**src/rtl/muldiv_pkg.sv**
```systemverilog
// Shared definitions for the Hi/Lo multiply/divide sequencer.
// Contents: op encodings, FSM state enum, default width/iteration count,
// divide-by-zero quotient fill, and a signed-op decode helper.
package muldiv_pkg;

    localparam int unsigned DEFAULT_WIDTH = 32;
    localparam int unsigned DEFAULT_ITER  = DEFAULT_WIDTH;

    // EX-stage operation encodings; 110/111 are ignored
    typedef enum logic [2:0] {
        OP_MULT  = 3'b000,
        OP_MULTU = 3'b001,
        OP_DIV   = 3'b010,
        OP_DIVU  = 3'b011,
        OP_MTHI  = 3'b100,
        OP_MTLO  = 3'b101
    } op_e;

    typedef enum logic [1:0] {
        ST_IDLE  = 2'd0,
        ST_RUN   = 2'd1,
        ST_FIX   = 2'd2,
        ST_WRITE = 2'd3
    } state_e;

    // Quotient on divide-by-zero is all ones; remainder is the dividend
    localparam logic DIV0_QUOT_BIT = 1'b1;

    function automatic logic op_is_signed(input logic [2:0] op);
        return (op == OP_MULT) || (op == OP_DIV);
    endfunction

endpackage

```
**src/rtl/muldiv_iter_core.sv**
```systemverilog
// One radix-2 iteration, purely combinational.
// acc holds {hi, lo}:
//   multiply: hi = partial product, lo = remaining multiplier bits
//   divide:   hi = partial remainder, lo = dividend bits shifting out / quotient bits shifting in
// Ports:
//   is_div   in   select divide step (1) or multiply step (0)
//   acc      in   current 2*WIDTH accumulator
//   operand  in   multiplicand or divisor magnitude
//   acc_next out  accumulator after one step
module muldiv_iter_core
    import muldiv_pkg::*;
#(
    parameter int unsigned WIDTH = DEFAULT_WIDTH
) (
    input  logic               is_div,
    input  logic [2*WIDTH-1:0] acc,
    input  logic [WIDTH-1:0]   operand,
    output logic [2*WIDTH-1:0] acc_next
);

    logic [WIDTH-1:0] hi;
    logic [WIDTH-1:0] lo;
    logic [WIDTH:0]   sum;
    logic [WIDTH:0]   partial;
    logic [WIDTH-1:0] diff;
    logic             ge;

    always_comb begin
        hi      = acc[2*WIDTH-1:WIDTH];
        lo      = acc[WIDTH-1:0];
        // Multiply: conditional add, then shift the (WIDTH+1)-bit sum down into lo
        sum     = {1'b0, hi} + (lo[0] ? {1'b0, operand} : '0);
        // Divide: bring next dividend bit into the remainder; remainder < divisor
        // always holds, so the difference fits in WIDTH bits
        partial = {hi, lo[WIDTH-1]};
        ge      = (partial >= {1'b0, operand});
        diff    = partial[WIDTH-1:0] - operand;
        if (is_div) begin
            acc_next = {(ge ? diff : partial[WIDTH-1:0]), lo[WIDTH-2:0], ge};
        end else begin
            acc_next = {sum, lo[WIDTH-1:1]};
        end
    end

endmodule

```
**src/rtl/muldiv_sequencer.sv**
```systemverilog
// Multi-cycle multiply/divide controller that owns every Hi/Lo write.
// Accepts MULT/MULTU/DIV/DIVU/MTHI/MTLO from EX, iterates one bit per cycle,
// applies sign fixup, then issues a single-cycle HiLo write strobe.
// Ports:
//   Clock     in   rising-edge clock
//   Reset     in   synchronous active-low reset
//   Start     in   valid mul/div/mthi/mtlo in EX
//   Op        in   operation code (muldiv_pkg::op_e)
//   A, B      in   forwarded rs / rt operands
//   ReadReq   in   MFHI/MFLO in EX
//   HiLoRead  in   current {Hi,Lo}
//   Busy      out  operation in flight (RUN/FIX/WRITE)
//   Stall     out  combinational pipeline freeze
//   HiLoEn    out  one-cycle HiLo write strobe
//   HiLoWrite out  {Hi,Lo} write data
//   Done      out  completion pulse, coincident with HiLoEn
module muldiv_sequencer
    import muldiv_pkg::*;
#(
    parameter int unsigned WIDTH = DEFAULT_WIDTH,
    parameter int unsigned ITER  = WIDTH
) (
    input  logic               Clock,
    input  logic               Reset,
    input  logic               Start,
    input  logic [2:0]         Op,
    input  logic [WIDTH-1:0]   A,
    input  logic [WIDTH-1:0]   B,
    input  logic               ReadReq,
    input  logic [2*WIDTH-1:0] HiLoRead,
    output logic               Busy,
    output logic               Stall,
    output logic               HiLoEn,
    output logic [2*WIDTH-1:0] HiLoWrite,
    output logic               Done
);

    localparam int unsigned CNT_W = (ITER > 1) ? $clog2(ITER) : 1;

    state_e             state_q,      state_d;
    logic [CNT_W-1:0]   cnt_q,        cnt_d;
    logic [2*WIDTH-1:0] acc_q,        acc_d;
    logic [WIDTH-1:0]   opnd_q,       opnd_d;
    logic               is_div_q,     is_div_d;
    logic               neg_res_q,    neg_res_d;
    logic               neg_rem_q,    neg_rem_d;
    logic               div0_q,       div0_d;
    logic               busy_q,       busy_d;
    logic               hilo_en_q,    hilo_en_d;
    logic               done_q,       done_d;
    logic [2*WIDTH-1:0] hilo_write_q, hilo_write_d;

    logic [2*WIDTH-1:0] acc_step;
    logic               a_neg;
    logic               b_neg;
    logic [WIDTH-1:0]   a_mag;
    logic [WIDTH-1:0]   b_mag;
    logic [2*WIDTH-1:0] prod_fix;
    logic [WIDTH-1:0]   quot;
    logic [WIDTH-1:0]   rem;
    logic [WIDTH-1:0]   quot_fix;
    logic [WIDTH-1:0]   rem_fix;

    muldiv_iter_core #(
        .WIDTH (WIDTH)
    ) u_iter_core (
        .is_div   (is_div_q),
        .acc      (acc_step_src()),
        .operand  (opnd_q),
        .acc_next (acc_step)
    );

    function automatic logic [2*WIDTH-1:0] acc_step_src();
        return acc_q;
    endfunction

    // State and datapath registers
    always_ff @(posedge Clock) begin
        if (!Reset) begin
            state_q      <= ST_IDLE;
            cnt_q        <= '0;
            acc_q        <= '0;
            opnd_q       <= '0;
            is_div_q     <= 1'b0;
            neg_res_q    <= 1'b0;
            neg_rem_q    <= 1'b0;
            div0_q       <= 1'b0;
            busy_q       <= 1'b0;
            hilo_en_q    <= 1'b0;
            done_q       <= 1'b0;
            hilo_write_q <= '0;
        end else begin
            state_q      <= state_d;
            cnt_q        <= cnt_d;
            acc_q        <= acc_d;
            opnd_q       <= opnd_d;
            is_div_q     <= is_div_d;
            neg_res_q    <= neg_res_d;
            neg_rem_q    <= neg_rem_d;
            div0_q       <= div0_d;
            busy_q       <= busy_d;
            hilo_en_q    <= hilo_en_d;
            done_q       <= done_d;
            hilo_write_q <= hilo_write_d;
        end
    end

    // Next-state, operand capture and sign fixup
    always_comb begin
        state_d      = state_q;
        cnt_d        = cnt_q;
        acc_d        = acc_q;
        opnd_d       = opnd_q;
        is_div_d     = is_div_q;
        neg_res_d    = neg_res_q;
        neg_rem_d    = neg_rem_q;
        div0_d       = div0_q;
        hilo_write_d = hilo_write_q;

        a_neg = op_is_signed(Op) & A[WIDTH-1];
        b_neg = op_is_signed(Op) & B[WIDTH-1];
        a_mag = a_neg ? -A : A;
        b_mag = b_neg ? -B : B;

        prod_fix = neg_res_q ? -acc_q : acc_q;
        quot     = acc_q[WIDTH-1:0];
        rem      = acc_q[2*WIDTH-1:WIDTH];
        // Divide-by-zero bypasses quotient negation; remainder fixup still
        // restores the signed dividend into Hi
        quot_fix = div0_q ? {WIDTH{DIV0_QUOT_BIT}} : (neg_res_q ? -quot : quot);
        rem_fix  = neg_rem_q ? -rem : rem;

        unique case (state_q)
            ST_IDLE: begin
                if (Start) begin
                    unique case (Op)
                        OP_MULT, OP_MULTU: begin
                            acc_d     = {{WIDTH{1'b0}}, b_mag};
                            opnd_d    = a_mag;
                            is_div_d  = 1'b0;
                            neg_res_d = a_neg ^ b_neg;
                            neg_rem_d = 1'b0;
                            div0_d    = 1'b0;
                            cnt_d     = '0;
                            state_d   = ST_RUN;
                        end
                        OP_DIV, OP_DIVU: begin
                            acc_d     = {{WIDTH{1'b0}}, a_mag};
                            opnd_d    = b_mag;
                            is_div_d  = 1'b1;
                            neg_res_d = a_neg ^ b_neg;
                            neg_rem_d = a_neg;
                            div0_d    = (B == '0);
                            cnt_d     = '0;
                            state_d   = ST_RUN;
                        end
                        OP_MTHI: begin
                            hilo_write_d = {A, HiLoRead[WIDTH-1:0]};
                            state_d      = ST_WRITE;
                        end
                        OP_MTLO: begin
                            hilo_write_d = {HiLoRead[2*WIDTH-1:WIDTH], A};
                            state_d      = ST_WRITE;
                        end
                        default: ;
                    endcase
                end
            end
            ST_RUN: begin
                acc_d = acc_step;
                cnt_d = cnt_q + CNT_W'(1);
                if (cnt_q == CNT_W'(ITER - 1)) begin
                    state_d = ST_FIX;
                end
            end
            ST_FIX: begin
                hilo_write_d = is_div_q ? {rem_fix, quot_fix} : prod_fix;
                state_d      = ST_WRITE;
            end
            ST_WRITE: begin
                state_d = ST_IDLE;
            end
            default: begin
                state_d = ST_IDLE;
            end
        endcase

        busy_d    = (state_d != ST_IDLE);
        hilo_en_d = (state_d == ST_WRITE);
        done_d    = (state_d == ST_WRITE);
    end

    assign Busy      = busy_q;
    assign HiLoEn    = hilo_en_q;
    assign Done      = done_q;
    assign HiLoWrite = hilo_write_q;
    // Freeze EX while a result is pending and EX wants Hi/Lo or the unit
    assign Stall     = busy_q & (ReadReq | Start);

endmodule

```
**config.mk**
```make
export PLATFORM = sky130hd
export DESIGN_NAME = muldiv_sequencer
export DESIGN_NICKNAME = d
export VERILOG_FILES = /design/src/rtl/muldiv_pkg.sv /design/src/rtl/muldiv_iter_core.sv /design/src/rtl/muldiv_sequencer.sv
export SDC_FILE = /design/constraint.sdc
export NUM_CORES = 1
export LEC_CHECK = 0
export CAP_MARGIN = 10
export CORE_MARGIN = 8
export CORE_UTILIZATION = 24
export CTS_CLUSTER_SIZE = 14
export DETAILED_ROUTE_END_ITERATION = 10
export PLACE_DENSITY_LB_ADDON = 0.05
export SLEW_MARGIN = 30
export SYNTH_ARGS = -nofsm -noshare
export SYNTH_HDL_FRONTEND = slang
export SYNTH_SLANG_ARGS = --single-unit
```
**constraint.sdc**
```tcl
create_clock -name Clock -period 5.2 [get_ports Clock]
set_clock_uncertainty 0.15 [all_clocks]
set_input_delay 1.3 -clock Clock [delete_from_list [all_inputs] [get_ports Clock]]
set_output_delay 1.3 -clock Clock [all_outputs]
set_load 0.01 [all_outputs]
```
==> results.md <==
* Port Buf Inserts at 202
* H-tree level count at 4
* Drt pass-1 iters at 5
* Slew Viols, Final at 0
* Full die area at 72800 um^2
* Area leader, netlist: dfxtp_1
* Fin crit share at 81.3%
* Max capacitance violation total at 0
* HP Class: reg2reg
* Maximum clock rate at 237 MHz
* Latest clock arrival within the worst-skew pair at 0.50 ns
* Syn Area/Cell at 7.30 um^2
* Design Area, Final at 19100 um^2
* Commonest register cell after synthesis: dfxtp_1
* Via Count at 16.6k
* Antenna Violating Nets Remaining at 0
* RD Place Congestion at 0.862
* DP Area at 18500 um^2
* Synth Warn # at 0
* Fill cells at 7003
* Crit path kind: in2out
* Post-Synthesis Cells at 2117
* PnR worst setup slack at 0.972 ns
* Min-Delay Startpoint: HiLoWrite[57]
* DR WL/cell at 26.1 um
* Finish-stage setup viols at 0
* Die Y at 270 um
* CTS tree: done
* Placement Setup Slack at 0.700 ns
* Synth top area share at 22.4%
* Num CTS Buffers at 17
* Die W at 270 um
* Root Buffer: clkbuf_16
* Nature of the critical path endpoint: primary output
* Area delta synth->final at 23.4%
* Status: finished, final reports clean
* Peak supply drop at 0.249 mV
* Number of global-route vias before repair at 16.2k
* Initial antenna violation count at 3
* Seq/Total Area, Yosys at 22.4%
* Final Hold Fails at 0
* P_leak at 7.46 nW
* Top post-synthesis cells by area: dfxtp_1 (22%), a21oi_1 (6.8%), nor2_1 (6.0%), ha_1 (5.7%), mux2i_1 (5.6%)
* Total routed wirelength at 81300 um
* CTS Hold Bufs at 0
* Most used standard cell by instance count after synthesis: nor2_1
* Global-route wire length before repair at 117000 um
* Synth Cell Area at 15500 um^2
* Share of cells above drive strength 1 at 7.16%
* Nets at 2458
* Tmin final at 4.23 ns
* GRT Total Usage at 21.6%
* Async set-reset flop share out of synthesis at 0%
* Worst-Margin Slew at 0.856 ns
* Grt total ovfl at 0
* Netlist cell types at 90
* Register Area at 3470 um^2
* DRC viols at 0
* CP startpoint kind: input port
* Arr. time, crit path at 2.78 ns
* Largest net degree at the start of global routing at 99
* HPWL after detailed placement at 64300 um
* Via density at 5.33
* Core ar. at 64100 um^2
* Multi-input logic area at 11200 um^2
* CTS Buffer Depth at 2
* Num rows at 93
* Power density over the cells at 244 nW/um^2
* DR iter-0 viols at 1206
* #FFs+latches synth at 173
* I/O Pins at 203
* RSZ-0062 raised after global routing: no
* Crit path max fanout at 4
* Worst flop-to-flop path startpoint: acc_q[0]
* Max-slew headroom at 43.0%
* # clock sinks at 173
* Post-cts sizing count at 0
* Post-CTS setup repair buffer count at 0
* Net Count, Synth at 2324
* Reg clk slew, reported paths at 0.08 ns
* Hold WS at 0.301 ns
* Post-synth EDFFs at 0
* Setup TNS at 0 ns
* CP required at 3.75 ns
* Initial Utilization at 24.1%
* Critical Path Start: Start
* Post-synth top cells: nor2_1 (249), a21oi_1 (210), nand2_1 (201)
==> cell type report <==
class,instances,share of cell area (%)
Multi-Input combinational cell,1725,58.6
Sequential cell,173,18.2
Timing Repair Buffer,267,13.3
Tap cell,855,5.61
Clock buffer,21,2.47
Inverter,67,1.33
Clock inverter,11,0.518
Antenna cell,2,0.0262
==> critical path, cell delays in order <==
cell and delay, ns:
clkdlybuf4s50_1 0.74, o21a_1 0.20, clkdlybuf4s50_1 0.53
==> per-layer routing <==
layer	part of all wire [%]	vias to the layer above	wire [um]	global-route usage, %
met2	50	455	40500	38.0
met5	0	-	0	0
met4	2.4	0	1980	6.03
li1	-	8000	-	-
met3	3.5	67	2870	2.18
met1	44	8125	36000	27.7
==> placed cells by master, fill, tap and decap left out, types with 22 or more instances in the layout <==
cell and count:
nor2_1 245, a21oi_1 210, clkdlybuf4s50_1 201, nand2_1 200, dfxtp_1 172, o21ai_0 161, xor2_1 97, mux2i_1 87
xnor2_1 74, ha_1 70, inv_1 66, buf_4 62, o211ai_1 49, a221oi_1 39, nand3_1 37, nor3_1 35
a211oi_1 33, a31oi_1 29, a21o_1 25, or3_1 22
==> through the flow <==
step | instances | utilization (%) | total power [W]
detailed placement | 3087 | 28.9 | 0.00332
global route | 3121 | 29.8 | 0.00490
floorplan | 2117 | - | 0.00257
CTS | 3119 | 29.7 | 0.00470
finish | 3121 | 29.8 | 0.00465
global placement | 3087 | 28.9 | 0.00333
==> state kept, by name (all words and copies together) (netlist names) <==
name,cells
cnt_q,5
neg_rem_q,1
neg_res_q,1
state_q,2
opnd_q,32
Busy,1
div0_q,1
HiLoWrite,64
acc_q,64
is_div_q,1
Done,1
==> worst paths after layout <==
| check | depth (start not counted) | end | slack (ns) |
|---|---|---|---|
| worst min-delay path | 2 | HiLoWrite[57] | 0.30 |
| worst max-delay path | 3 | Stall | 0.97 |
| worst min register to register | 2 | HiLoWrite[57] | 0.30 |
| worst max register to register | 15 | acc_q[63] | 1.35 |
==> cell families after synthesis <==
group                      Yosys count  share of synthesized area (%)
buffers and inverters              219                           5.53
AOI/OAI and AO/OA                  701                           28.9
muxes                              103                           6.80
DFF                                173                           22.4
and+or+nand+nor                    678                           20.7
adders and majority gates           72                           5.93
xor gates and xnor gates           171                           9.69
==> power by group <==
| group | switching [W] | total (W) | leakage (nW) | internal (W) |
|---|---|---|---|---|
| sequential | 0.000149 | 0.00157 | 1.41 | 0.00142 |
| clock | 0.000686 | 0.00135 | 0.277 | 0.000665 |
| combinational | 0.00105 | 0.00173 | 5.77 | 0.000673 |
(Power assumes the default switching activity.)
